--- src/rtl/id_ex_stage_if.sv ---
// ID/EX bundle interface: decode-side bundle and controls in, EX-side
// registered bundle, stall and bubble statistics out.
// Handshake: id_valid qualifies the ID bundle on every clock edge; stall_o is
// the ready-inverse back to IF/ID (1 = ID must present the same bundle again).
// Optional feature macro ID_EX_BUBBLE_STATS_EN only affects bubble_cnt content.
interface id_ex_stage_if #(
    parameter int DATA_W = 16,
    parameter int REG_W  = 3
);
    // Decode side
    logic              id_valid;
    logic [REG_W-1:0]  id_rm, id_rn, id_rd;
    logic [REG_W-1:0]  id_sm, id_sn, id_sd;
    logic              id_r_rw, id_s_rw, id_s_mr, id_s_mw;
    logic [DATA_W-1:0] id_r_a, id_r_b, id_s_a, id_s_b, id_imm;
    logic              hold_i;
    logic              flush_i;

    // Execute side
    logic              ex_valid;
    logic [REG_W-1:0]  ex_rm, ex_rn, ex_rd;
    logic [REG_W-1:0]  ex_sm, ex_sn, ex_sd;
    logic              ex_r_rw, ex_s_rw, ex_s_mr, ex_s_mw;
    logic [DATA_W-1:0] ex_r_a, ex_r_b, ex_s_a, ex_s_b, ex_imm;
    logic              stall_o;
    logic [15:0]       bubble_cnt;

    // Decode stage / stimulus side
    modport master (
        output id_valid, id_rm, id_rn, id_rd, id_sm, id_sn, id_sd,
               id_r_rw, id_s_rw, id_s_mr, id_s_mw,
               id_r_a, id_r_b, id_s_a, id_s_b, id_imm, hold_i, flush_i,
        input  ex_valid, ex_rm, ex_rn, ex_rd, ex_sm, ex_sn, ex_sd,
               ex_r_rw, ex_s_rw, ex_s_mr, ex_s_mw,
               ex_r_a, ex_r_b, ex_s_a, ex_s_b, ex_imm, stall_o, bubble_cnt
    );

    // Pipeline register side
    modport slave (
        input  id_valid, id_rm, id_rn, id_rd, id_sm, id_sn, id_sd,
               id_r_rw, id_s_rw, id_s_mr, id_s_mw,
               id_r_a, id_r_b, id_s_a, id_s_b, id_imm, hold_i, flush_i,
        output ex_valid, ex_rm, ex_rn, ex_rd, ex_sm, ex_sn, ex_sd,
               ex_r_rw, ex_s_rw, ex_s_mr, ex_s_mw,
               ex_r_a, ex_r_b, ex_s_a, ex_s_b, ex_imm, stall_o, bubble_cnt
    );
endinterface

--- src/rtl/id_ex_stage.sv ---
// ID/EX pipeline register for the two-slot (R/S) VLIW core with load-use
// hazard detection, external hold and branch flush.
// Optional macro ID_EX_BUBBLE_STATS_EN: saturating 16-bit count of hazard
// bubbles on bubble_cnt; without it bubble_cnt is tied to zero.
// state_dbg exposes the FSM state (0 = RUN, 1 = BUBBLE).
module id_ex_stage #(
    parameter int DATA_W = 16,
    parameter int REG_W  = 3
) (
    input  logic        clk,
    input  logic        reset,
    id_ex_stage_if.slave bus,
    output logic        state_dbg
);

    typedef enum logic {
        ST_RUN    = 1'b0,
        ST_BUBBLE = 1'b1
    } state_t;

    typedef struct packed {
        logic              valid;
        logic [REG_W-1:0]  rm, rn, rd, sm, sn, sd;
        logic              r_rw, s_rw, s_mr, s_mw;
        logic [DATA_W-1:0] r_a, r_b, s_a, s_b, imm;
    } ex_t;

    ex_t    ex_q, ex_d;
    ex_t    id_bundle;
    state_t state_q, state_d;
    logic   hazard;

    // Squashed slot: no valid, no side effects, specifiers zeroed so the
    // forwarding comparators never match; data keeps its old value.
    function automatic ex_t squash(input ex_t e);
        ex_t s;
        s       = e;
        s.valid = 1'b0;
        s.rm    = '0;
        s.rn    = '0;
        s.rd    = '0;
        s.sm    = '0;
        s.sn    = '0;
        s.sd    = '0;
        s.r_rw  = 1'b0;
        s.s_rw  = 1'b0;
        s.s_mr  = 1'b0;
        s.s_mw  = 1'b0;
        return s;
    endfunction

    // Gather the ID bundle; controls are gated so an invalid bundle has no effect.
    always_comb begin
        id_bundle       = '0;
        id_bundle.valid = bus.id_valid;
        id_bundle.rm    = bus.id_rm;
        id_bundle.rn    = bus.id_rn;
        id_bundle.rd    = bus.id_rd;
        id_bundle.sm    = bus.id_sm;
        id_bundle.sn    = bus.id_sn;
        id_bundle.sd    = bus.id_sd;
        id_bundle.r_rw  = bus.id_r_rw & bus.id_valid;
        id_bundle.s_rw  = bus.id_s_rw & bus.id_valid;
        id_bundle.s_mr  = bus.id_s_mr & bus.id_valid;
        id_bundle.s_mw  = bus.id_s_mw & bus.id_valid;
        id_bundle.r_a   = bus.id_r_a;
        id_bundle.r_b   = bus.id_r_b;
        id_bundle.s_a   = bus.id_s_a;
        id_bundle.s_b   = bus.id_s_b;
        id_bundle.imm   = bus.id_imm;
    end

    // Load-use hazard: a load in EX writing a source read by the ID bundle.
    // id_sd is not compared; store data is served by load-store forwarding.
    always_comb begin
        hazard = ex_q.valid && ex_q.s_mr && (ex_q.sd != '0) && bus.id_valid &&
                 ((ex_q.sd == bus.id_rm) || (ex_q.sd == bus.id_rn) ||
                  (ex_q.sd == bus.id_sm) || (ex_q.sd == bus.id_sn));
    end

    // Next-state / next-bundle selection: flush > hold > hazard > load.
    always_comb begin
        ex_d        = ex_q;
        state_d     = state_q;
        bus.stall_o = 1'b0;
        if (bus.flush_i) begin
            ex_d    = squash(ex_q);
            state_d = ST_RUN;
        end else if (bus.hold_i) begin
            bus.stall_o = 1'b1;
        end else if ((state_q == ST_RUN) && hazard) begin
            ex_d        = squash(ex_q);
            state_d     = ST_BUBBLE;
            bus.stall_o = 1'b1;
        end else begin
            ex_d    = id_bundle;
            state_d = ST_RUN;
        end
    end

    // Pipeline register and FSM state.
    always_ff @(posedge clk) begin
        if (reset) begin
            ex_q    <= '0;
            state_q <= ST_RUN;
        end else begin
            ex_q    <= ex_d;
            state_q <= state_d;
        end
    end

    assign bus.ex_valid = ex_q.valid;
    assign bus.ex_rm    = ex_q.rm;
    assign bus.ex_rn    = ex_q.rn;
    assign bus.ex_rd    = ex_q.rd;
    assign bus.ex_sm    = ex_q.sm;
    assign bus.ex_sn    = ex_q.sn;
    assign bus.ex_sd    = ex_q.sd;
    assign bus.ex_r_rw  = ex_q.r_rw;
    assign bus.ex_s_rw  = ex_q.s_rw;
    assign bus.ex_s_mr  = ex_q.s_mr;
    assign bus.ex_s_mw  = ex_q.s_mw;
    assign bus.ex_r_a   = ex_q.r_a;
    assign bus.ex_r_b   = ex_q.r_b;
    assign bus.ex_s_a   = ex_q.s_a;
    assign bus.ex_s_b   = ex_q.s_b;
    assign bus.ex_imm   = ex_q.imm;
    assign state_dbg    = state_q;

`ifdef ID_EX_BUBBLE_STATS_EN
    logic [15:0] bubble_cnt_q, bubble_cnt_d;
    logic        bubble_ins;

    // A bubble is inserted only on the hazard branch of the priority chain.
    assign bubble_ins = !bus.flush_i && !bus.hold_i && (state_q == ST_RUN) && hazard;

    // Saturating bubble count.
    always_comb begin
        bubble_cnt_d = bubble_cnt_q;
        if (bubble_ins && (bubble_cnt_q != 16'hFFFF)) begin
            bubble_cnt_d = bubble_cnt_q + 16'd1;
        end
    end

    // Bubble counter register.
    always_ff @(posedge clk) begin
        if (reset) begin
            bubble_cnt_q <= '0;
        end else begin
            bubble_cnt_q <= bubble_cnt_d;
        end
    end

    assign bus.bubble_cnt = bubble_cnt_q;
`else
    assign bus.bubble_cnt = '0;
`endif

endmodule

--- src/flat_wrapper.sv ---
// flat-port wrapper written by rule: the top's interface ports become plain ports
module id_ex_stage_flat 
#(
    parameter int DATA_W = 16,
    parameter int REG_W  = 3
)
  (clk, reset, state_dbg, bus_id_valid, bus_id_rm, bus_id_rn, bus_id_rd, bus_id_sm, bus_id_sn, bus_id_sd, bus_id_r_rw, bus_id_s_rw, bus_id_s_mr, bus_id_s_mw, bus_id_r_a, bus_id_r_b, bus_id_s_a, bus_id_s_b, bus_id_imm, bus_hold_i, bus_flush_i, bus_ex_valid, bus_ex_rm, bus_ex_rn, bus_ex_rd, bus_ex_sm, bus_ex_sn, bus_ex_sd, bus_ex_r_rw, bus_ex_s_rw, bus_ex_s_mr, bus_ex_s_mw, bus_ex_r_a, bus_ex_r_b, bus_ex_s_a, bus_ex_s_b, bus_ex_imm, bus_stall_o, bus_bubble_cnt);
  id_ex_stage_if #(.DATA_W(DATA_W), .REG_W(REG_W)) bus_i ();
  input  logic clk;
  input  logic reset;
  output logic state_dbg;
  input wire logic [$bits(bus_i.id_valid)-1:0] bus_id_valid;
  input wire logic [$bits(bus_i.id_rm)-1:0] bus_id_rm;
  input wire logic [$bits(bus_i.id_rn)-1:0] bus_id_rn;
  input wire logic [$bits(bus_i.id_rd)-1:0] bus_id_rd;
  input wire logic [$bits(bus_i.id_sm)-1:0] bus_id_sm;
  input wire logic [$bits(bus_i.id_sn)-1:0] bus_id_sn;
  input wire logic [$bits(bus_i.id_sd)-1:0] bus_id_sd;
  input wire logic [$bits(bus_i.id_r_rw)-1:0] bus_id_r_rw;
  input wire logic [$bits(bus_i.id_s_rw)-1:0] bus_id_s_rw;
  input wire logic [$bits(bus_i.id_s_mr)-1:0] bus_id_s_mr;
  input wire logic [$bits(bus_i.id_s_mw)-1:0] bus_id_s_mw;
  input wire logic [$bits(bus_i.id_r_a)-1:0] bus_id_r_a;
  input wire logic [$bits(bus_i.id_r_b)-1:0] bus_id_r_b;
  input wire logic [$bits(bus_i.id_s_a)-1:0] bus_id_s_a;
  input wire logic [$bits(bus_i.id_s_b)-1:0] bus_id_s_b;
  input wire logic [$bits(bus_i.id_imm)-1:0] bus_id_imm;
  input wire logic [$bits(bus_i.hold_i)-1:0] bus_hold_i;
  input wire logic [$bits(bus_i.flush_i)-1:0] bus_flush_i;
  output wire logic [$bits(bus_i.ex_valid)-1:0] bus_ex_valid;
  output wire logic [$bits(bus_i.ex_rm)-1:0] bus_ex_rm;
  output wire logic [$bits(bus_i.ex_rn)-1:0] bus_ex_rn;
  output wire logic [$bits(bus_i.ex_rd)-1:0] bus_ex_rd;
  output wire logic [$bits(bus_i.ex_sm)-1:0] bus_ex_sm;
  output wire logic [$bits(bus_i.ex_sn)-1:0] bus_ex_sn;
  output wire logic [$bits(bus_i.ex_sd)-1:0] bus_ex_sd;
  output wire logic [$bits(bus_i.ex_r_rw)-1:0] bus_ex_r_rw;
  output wire logic [$bits(bus_i.ex_s_rw)-1:0] bus_ex_s_rw;
  output wire logic [$bits(bus_i.ex_s_mr)-1:0] bus_ex_s_mr;
  output wire logic [$bits(bus_i.ex_s_mw)-1:0] bus_ex_s_mw;
  output wire logic [$bits(bus_i.ex_r_a)-1:0] bus_ex_r_a;
  output wire logic [$bits(bus_i.ex_r_b)-1:0] bus_ex_r_b;
  output wire logic [$bits(bus_i.ex_s_a)-1:0] bus_ex_s_a;
  output wire logic [$bits(bus_i.ex_s_b)-1:0] bus_ex_s_b;
  output wire logic [$bits(bus_i.ex_imm)-1:0] bus_ex_imm;
  output wire logic [$bits(bus_i.stall_o)-1:0] bus_stall_o;
  output wire logic [$bits(bus_i.bubble_cnt)-1:0] bus_bubble_cnt;
  assign bus_i.id_valid = bus_id_valid;
  assign bus_i.id_rm = bus_id_rm;
  assign bus_i.id_rn = bus_id_rn;
  assign bus_i.id_rd = bus_id_rd;
  assign bus_i.id_sm = bus_id_sm;
  assign bus_i.id_sn = bus_id_sn;
  assign bus_i.id_sd = bus_id_sd;
  assign bus_i.id_r_rw = bus_id_r_rw;
  assign bus_i.id_s_rw = bus_id_s_rw;
  assign bus_i.id_s_mr = bus_id_s_mr;
  assign bus_i.id_s_mw = bus_id_s_mw;
  assign bus_i.id_r_a = bus_id_r_a;
  assign bus_i.id_r_b = bus_id_r_b;
  assign bus_i.id_s_a = bus_id_s_a;
  assign bus_i.id_s_b = bus_id_s_b;
  assign bus_i.id_imm = bus_id_imm;
  assign bus_i.hold_i = bus_hold_i;
  assign bus_i.flush_i = bus_flush_i;
  assign bus_ex_valid = bus_i.ex_valid;
  assign bus_ex_rm = bus_i.ex_rm;
  assign bus_ex_rn = bus_i.ex_rn;
  assign bus_ex_rd = bus_i.ex_rd;
  assign bus_ex_sm = bus_i.ex_sm;
  assign bus_ex_sn = bus_i.ex_sn;
  assign bus_ex_sd = bus_i.ex_sd;
  assign bus_ex_r_rw = bus_i.ex_r_rw;
  assign bus_ex_s_rw = bus_i.ex_s_rw;
  assign bus_ex_s_mr = bus_i.ex_s_mr;
  assign bus_ex_s_mw = bus_i.ex_s_mw;
  assign bus_ex_r_a = bus_i.ex_r_a;
  assign bus_ex_r_b = bus_i.ex_r_b;
  assign bus_ex_s_a = bus_i.ex_s_a;
  assign bus_ex_s_b = bus_i.ex_s_b;
  assign bus_ex_imm = bus_i.ex_imm;
  assign bus_stall_o = bus_i.stall_o;
  assign bus_bubble_cnt = bus_i.bubble_cnt;
  id_ex_stage #(.DATA_W(DATA_W), .REG_W(REG_W)) u_core (.clk(clk), .reset(reset), .bus(bus_i), .state_dbg(state_dbg));
endmodule
--- config.mk ---
export PLATFORM = sky130hd
export DESIGN_NAME = id_ex_stage_flat
export DESIGN_NICKNAME = d
export VERILOG_FILES = /design/src/rtl/id_ex_stage_if.sv /design/src/rtl/id_ex_stage.sv /design/src/flat_wrapper.sv
export SDC_FILE = /design/constraint.sdc
export NUM_CORES = 1
export LEC_CHECK = 0
export CAP_MARGIN = 20
export CORE_MARGIN = 1
export CORE_UTILIZATION = 37
export CTS_CLUSTER_SIZE = 8
export DETAILED_ROUTE_END_ITERATION = 10
export GPL_TIMING_DRIVEN = 0
export PLACE_DENSITY = 0.76
export SETUP_SLACK_MARGIN = 0.15
export SYNTH_ARGS = -nofsm -noshare
export SYNTH_HDL_FRONTEND = slang
export SYNTH_SLANG_ARGS = --single-unit
--- constraint.sdc ---
create_clock -name clk -period 1.7 [get_ports clk]
set_input_delay 0.34 -clock clk [delete_from_list [all_inputs] [get_ports clk]]
set_output_delay 0.34 -clock clk [all_outputs]
set_load 0.02 [all_outputs]
==> impl_metrics.env, run 1 <==
export IMPL_p_per_area_nw_per_um2=735
export IMPL_rows=41
export IMPL_rsz0062_at_grt="yes"
export IMPL_place_congestion=0.829
export IMPL_violations="setup timing"
export IMPL_core_area_um2=12700
export IMPL_startpoint_type="register"
export IMPL_fin_worst_skew_ns=0.00411
export IMPL_postSynthAreaPerCell_um2=9.84
export IMPL_hp_class="in -> reg"
export IMPL_final_cells=927
export IMPL_yosysUniqueCellTypes=26
export IMPL_postRouteAntennaNets=0
export IMPL_drc=0
export IMPL_n_antenna_cell=0
export IMPL_cts_made_buffers=9
export IMPL_clock_sinks=104
export IMPL_ys_warn_count=0
export IMPL_finalPower_mw=5.90
export IMPL_die_w_um=116
export IMPL_cts_max_level=3
export IMPL_finalSetupViolCount=105
export IMPL_grt_use_total=0.211
export IMPL_yosysSeqAreaShare=0.430
export IMPL_antenna_found_initial=0
export IMPL_mostFrequentLayoutCells="nand2b_1, dlygate4sd2_1, dfxtp_1"
export IMPL_ys_ff_latch=104
export IMPL_drtIter0Drc=177
export IMPL_syn_inst=492
export IMPL_cts_hold_buf=0
export IMPL_syn_cell_area_um2=4840
export IMPL_period_share=1.41
export IMPL_io_pins=228
export IMPL_hold_violations=0
export IMPL_clockRootBuffer="clkbuf_16"
export IMPL_insertion_delay_ns=0.35
export IMPL_clock_fmax_mhz=417
export IMPL_routedWlPerCell_um=15.5
export IMPL_grt_pass1_vias=4322
export IMPL_drv_cap=0
export IMPL_hpwl_mm=9.94
export IMPL_arrival_ns=2.06
export IMPL_pre_cts_slack_ns=-1.21
export IMPL_grt_max_degree=17
export IMPL_mostFrequentLayoutCell="nand2b_1"
export IMPL_routed_via_density=4.60
export IMPL_chipHeight_um=116
export IMPL_firstDrtPassIters=4
export IMPL_status="complete, but fails checks"
export IMPL_tightest_slew_ns=0.692
export IMPL_drv_slew=0
export IMPL_required_ns=1.36
export IMPL_criticalPathCategory="reg -> out"
export IMPL_io_buffers=209
export IMPL_critical_path_top_delay_family="buffers and inverters"
export IMPL_cts_tree="done"
export IMPL_dp_cells=888
export IMPL_vias=4268
export IMPL_slew_headroom=0.539
export IMPL_syn_to_final_growth_pct=65.6
export IMPL_wl_mm=14.4
export IMPL_layout_setup_ws_ns=-0.699
export IMPL_drive_gt1_frac=0.147
export IMPL_critPathSlowestCell="dfxtp_4"
export IMPL_gr_total_overflow=0
export IMPL_post_route_util=0.633
export IMPL_crit_path_max_incr_delay_ns=0.34
export IMPL_clkTransAtPathRegs_ns=0.07
export IMPL_hold_worst_slack_ns=0.322
export IMPL_clock_path_buffers=2
export IMPL_crit_chain="buf_6, xor2_1, nor3_1, a31oi_1, a211o_1, buf_6, clkbuf_16, a21oi_4, buf_6"
export IMPL_grt_pass1_wl_mm=21.7
export IMPL_start_util=0.382
export IMPL_cp_end_kind="output port"
export IMPL_leakage_nw=3.54
export IMPL_critPathMostFrequentCell="buf_6"
export IMPL_period_needed_ns=2.40
export IMPL_dieArea_um2=13600
export IMPL_nNetsFinal=857
export IMPL_critPathBufInv=4
export IMPL_ir_drop_uv=529
export IMPL_path_max_fanout=6
==> routing by layer <==
layer	up-vias	share of wire	track usage
li1	2090	-	-
met1	1977	0.42	0.236
met2	181	0.48	0.368
met3	20	0.086	0.0695
met4	0	0.017	0.0821
met5	-	0	0
==> state kept, by name (all words and copies together) (netlist names), 3 cells and up <==
name               count
u_core.bus.ex_rn       3
u_core.bus.ex_s_a     16
u_core.bus.ex_imm     16
u_core.bus.ex_sm       3
u_core.bus.ex_rd       3
u_core.bus.ex_s_b     16
u_core.bus.ex_sn       3
u_core.bus.ex_r_b     16
u_core.bus.ex_rm       3
u_core.bus.ex_r_a     16
u_core.bus.ex_sd       3
==> per-stage QoR <==
stage          cell area, um^2  setup TNS, ns
4_1_cts                   7830         -52.67
3_5_place_dp              7240         -69.24
6_report                  8020         -49.85
5_1_grt                   8020         -58.47
3_3_place_gp              7240         -66.47
2_1_floorplan             4940         -18.08
==> synthesized netlist by cell type, drive strengths merged <==
cell type    n  area share
a31oi        2      0.0026
buf         30       0.071
nand2b     160        0.21
o21a         1      0.0016
clkbuf      26       0.020
nor2         6      0.0046
nand2       19       0.015
clkinv       1     0.00077
a32oi        4      0.0072
nor2b        1      0.0013
xor2         6       0.011
conb         1     0.00077
mux2i       80        0.17
a211o        1      0.0018
or2          1      0.0013
a22oi        1      0.0016
nand3       18       0.019
a21oi       19       0.020
xnor2        6       0.011
nand4b       1      0.0018
dfxtp      104        0.43
nor3         3      0.0031
nor3b        1      0.0039
==> worst reg2reg max path, cell delays in order, from the launching register on <==
cell       delay [ns]
dfxtp_4          0.34
buf_6            0.13
xor2_1           0.14
nor3_1           0.20
a31oi_1          0.08
a211o_1          0.32
buf_6            0.13
buf_6            0.11
nor3b_4          0.15
buf_6            0.14
buf_16           0.16
clkbuf_16        0.17
mux2i_1          0.11
==> final cells by class <==
type,instances,area [um^2]
clock buffers,13,250
inverters,1,3.75
well taps,172,215
fillers,1067,4650
clock inverters,3,42.5
multi-input cells,346,2550
flip-flops and latches,104,2090
plain buffers,56,480
repair buffers,232,2390
==> final timing paths <==
path                                              to  cells after the start                 start  slack [ns]
worst max register to register  u_core.bus.ex_s_b[3]                     12   u_core.bus.ex_sd[2]       -0.59
worst max-delay path                     bus_stall_o                      9   u_core.bus.ex_sd[2]       -0.70
worst min-delay path             u_core.bus.ex_sn[0]                      3          bus_id_sn[0]        0.32
worst min register to register  u_core.bus.ex_s_a[8]                      2  u_core.bus.ex_s_a[8]        0.47
==> report_power, final <==
part / total [mW] / internal (mW) / switching (mW)
sequential: 2.61 / 2.55 / 0.0573
clock: 2.09 / 1.18 / 0.907
combinational: 1.20 / 0.649 / 0.551
total: 5.90 / 4.38 / 1.52
==> logic make-up after synthesis <==
| family | after synthesis | share of synthesized area |
|---|---|---|
| other cells | 1 | 0.000774 |
| buf+inv | 57 | 0.0920 |
| flops | 104 | 0.430 |
| xor+xnor | 12 | 0.0217 |
| mux | 80 | 0.165 |
| compound gates | 28 | 0.0344 |
| simple gates | 210 | 0.256 |
==> timing repair <==
item	4_1_cts	5_1_grt
cloned	9	2
setup endpoints to repair	209	105
pin swaps	18	18
resized for setup	131	43
buffers inserted	8	4
Note: power is estimated with default switching activity, not from simulation.
==> inputs of run 2 (changes only) <==
TNS_END_PERCENT = 10   (was not set)
==> impl_metrics.env, run 2 (synthesis results as in run 1) <==
export IMPL_drv_slew=0
export IMPL_dp_cells=888
export IMPL_criticalPathCategory="reg -> out"
export IMPL_vias=4180
export IMPL_clock_fmax_mhz=419
export IMPL_period_needed_ns=2.39
export IMPL_drv_cap=0
export IMPL_violations="setup timing"
export IMPL_required_ns=1.36
export IMPL_hp_class="in -> reg"
export IMPL_grt_use_total=0.208
export IMPL_r2r_end="u_core.bus.ex_s_b[10]"
export IMPL_cts_made_buffers=9
export IMPL_stdcell_area_um2=7840
export IMPL_nNetsFinal=850
export IMPL_hold_worst_slack_ns=0.409
export IMPL_gr_total_overflow=0
export IMPL_clock_path_buffers=2
export IMPL_cts_tree="done"
export IMPL_dieArea_um2=13600
export IMPL_core_area_um2=12700
export IMPL_drc=0
export IMPL_finalPower_mw=6.23
export IMPL_rrSetupSlack_ns=-0.58
export IMPL_clockRootBuffer="clkbuf_16"
export IMPL_antenna_found_initial=0
export IMPL_slew_headroom=0.586
export IMPL_rows=41
export IMPL_status="complete, but fails checks"
export IMPL_die_w_um=116
export IMPL_finalSetupViolCount=105
export IMPL_io_pins=228
export IMPL_min_path_cells=3
export IMPL_chipHeight_um=116
export IMPL_layout_setup_ws_ns=-0.685
export IMPL_ff2ff_path_depth=12
export IMPL_routedWlPerCell_um=15.2
export IMPL_ir_drop_uv=456
export IMPL_n_antenna_cell=0
export IMPL_drtIter0Drc=143
export IMPL_leakage_nw=3.46
export IMPL_grt_pass1_wl_mm=21.4
export IMPL_insertion_delay_ns=0.35
export IMPL_fill_cells=1134
export IMPL_drive_gt1_frac=0.108
export IMPL_mostFrequentLayoutCell="nand2b_1"
export IMPL_arrival_ns=2.05
export IMPL_grt_max_degree=17
export IMPL_firstDrtPassIters=6
export IMPL_hold_path_endpoint="u_core.bus.ex_r_rw"
export IMPL_tightest_slew_ns=0.620
export IMPL_clock_sinks=104
export IMPL_p_per_area_nw_per_um2=794
export IMPL_period_share=1.40
export IMPL_pre_cts_slack_ns=-1.21
export IMPL_dpl_cell_area_um2=7240
export IMPL_hold_violations=0
export IMPL_clkTransAtPathRegs_ns=0.07
export IMPL_tns_ns=-47.03
export IMPL_mostFrequentLayoutCells="nand2b_1, dlygate4sd2_1, dfxtp_1"
export IMPL_syn_to_final_growth_pct=61.8
export IMPL_path_max_fanout=10
export IMPL_postRouteAntennaNets=0
export IMPL_post_route_util=0.619
export IMPL_hpwl_mm=10.3
export IMPL_fin_worst_skew_ns=0.00587
export IMPL_routed_via_density=4.54
export IMPL_cp_end_kind="output port"
export IMPL_startpoint_type="register"
export IMPL_holdCritStartpoint="bus_hold_i"
export IMPL_start_util=0.382
export IMPL_r2r_start="u_core.bus.ex_sd[1]"
export IMPL_io_buffers=209
export IMPL_cts_max_level=3
export IMPL_grt_pass1_vias=4347
export IMPL_rsz0062_at_grt="yes"
export IMPL_place_congestion=0.884
export IMPL_final_cells=920
export IMPL_wl_mm=14.0
[run 2: cell types whose count changed in the layout (fill, tap and decap cells not counted), sizes merged]
cell	previous run	this run
clkdlybuf4s50	98	99
dlygate4sd2	106	109
clkbuf	39	36
bufinv	1	3
buf	54	48
dlymetal6s2s	4	0
[run 2: timing repair]
item	in CTS	in global routing
setup buffers	4	3
pin swaps	11	7
gates resized for setup	121	20
setup endpoints to repair	209	105
cloned	9	0
hold buffers	0	0
[run 2: cell type report]
| class | count | area [um^2] | share of cell area |
|---|---|---|---|
| Tap cell | 172 | 215 | 0.0275 |
| Timing Repair Buffer | 225 | 2260 | 0.289 |
| Multi-Input combinational cell | 346 | 2430 | 0.310 |
| Buffer | 56 | 480 | 0.0613 |
| Sequential cell | 104 | 2090 | 0.266 |
| Inverter | 1 | 3.75 | 0.000479 |
| Clock buffer | 11 | 253 | 0.0322 |
| Clock inverter | 5 | 103 | 0.0131 |
[run 2: how the worst max path moves through the flow]
stage,cells after the start,slack (ns),endpoint,startpoint
finish,9,-0.69,bus_stall_o,u_core.bus.ex_sd[1]
global route,9,-0.79,bus_stall_o,u_core.bus.ex_sd[1]
CTS,9,-0.70,bus_stall_o,u_core.bus.ex_sd[1]
detailed placement,9,-1.21,bus_stall_o,bus_id_sm[2]
global placement,9,-1.18,bus_stall_o,bus_id_sm[2]
floorplan,8,-0.23,bus_stall_o,u_core.bus.ex_sd[2]
[run 2: metal layers]
layer | global-route usage | up-vias | wire length [um]
li1 | - | 2073 | -
met1 | 0.215 | 1920 | 5310
met2 | 0.385 | 174 | 7150
met3 | 0.0820 | 13 | 1390
met4 | 0.0598 | 0 | 165
met5 | 0 | - | 0
[run 2: critical path, stage by stage, from the launching register on]
cell,delay (ns)
dfxtp_2,0.33
buf_6,0.12
xor2_1,0.15
nor3_1,0.19
a31oi_1,0.07
a211o_1,0.31
buf_6,0.13
clkbuf_16,0.15
a21oi_4,0.12
buf_6,0.13
[run 2: where the power goes]
part	leakage (nW)	internal, mW	total [mW]	switching (mW)
clock network	0.172	1.52	2.45	0.928
logic	2.44	0.641	1.18	0.536
registers	0.852	2.55	2.60	0.0547
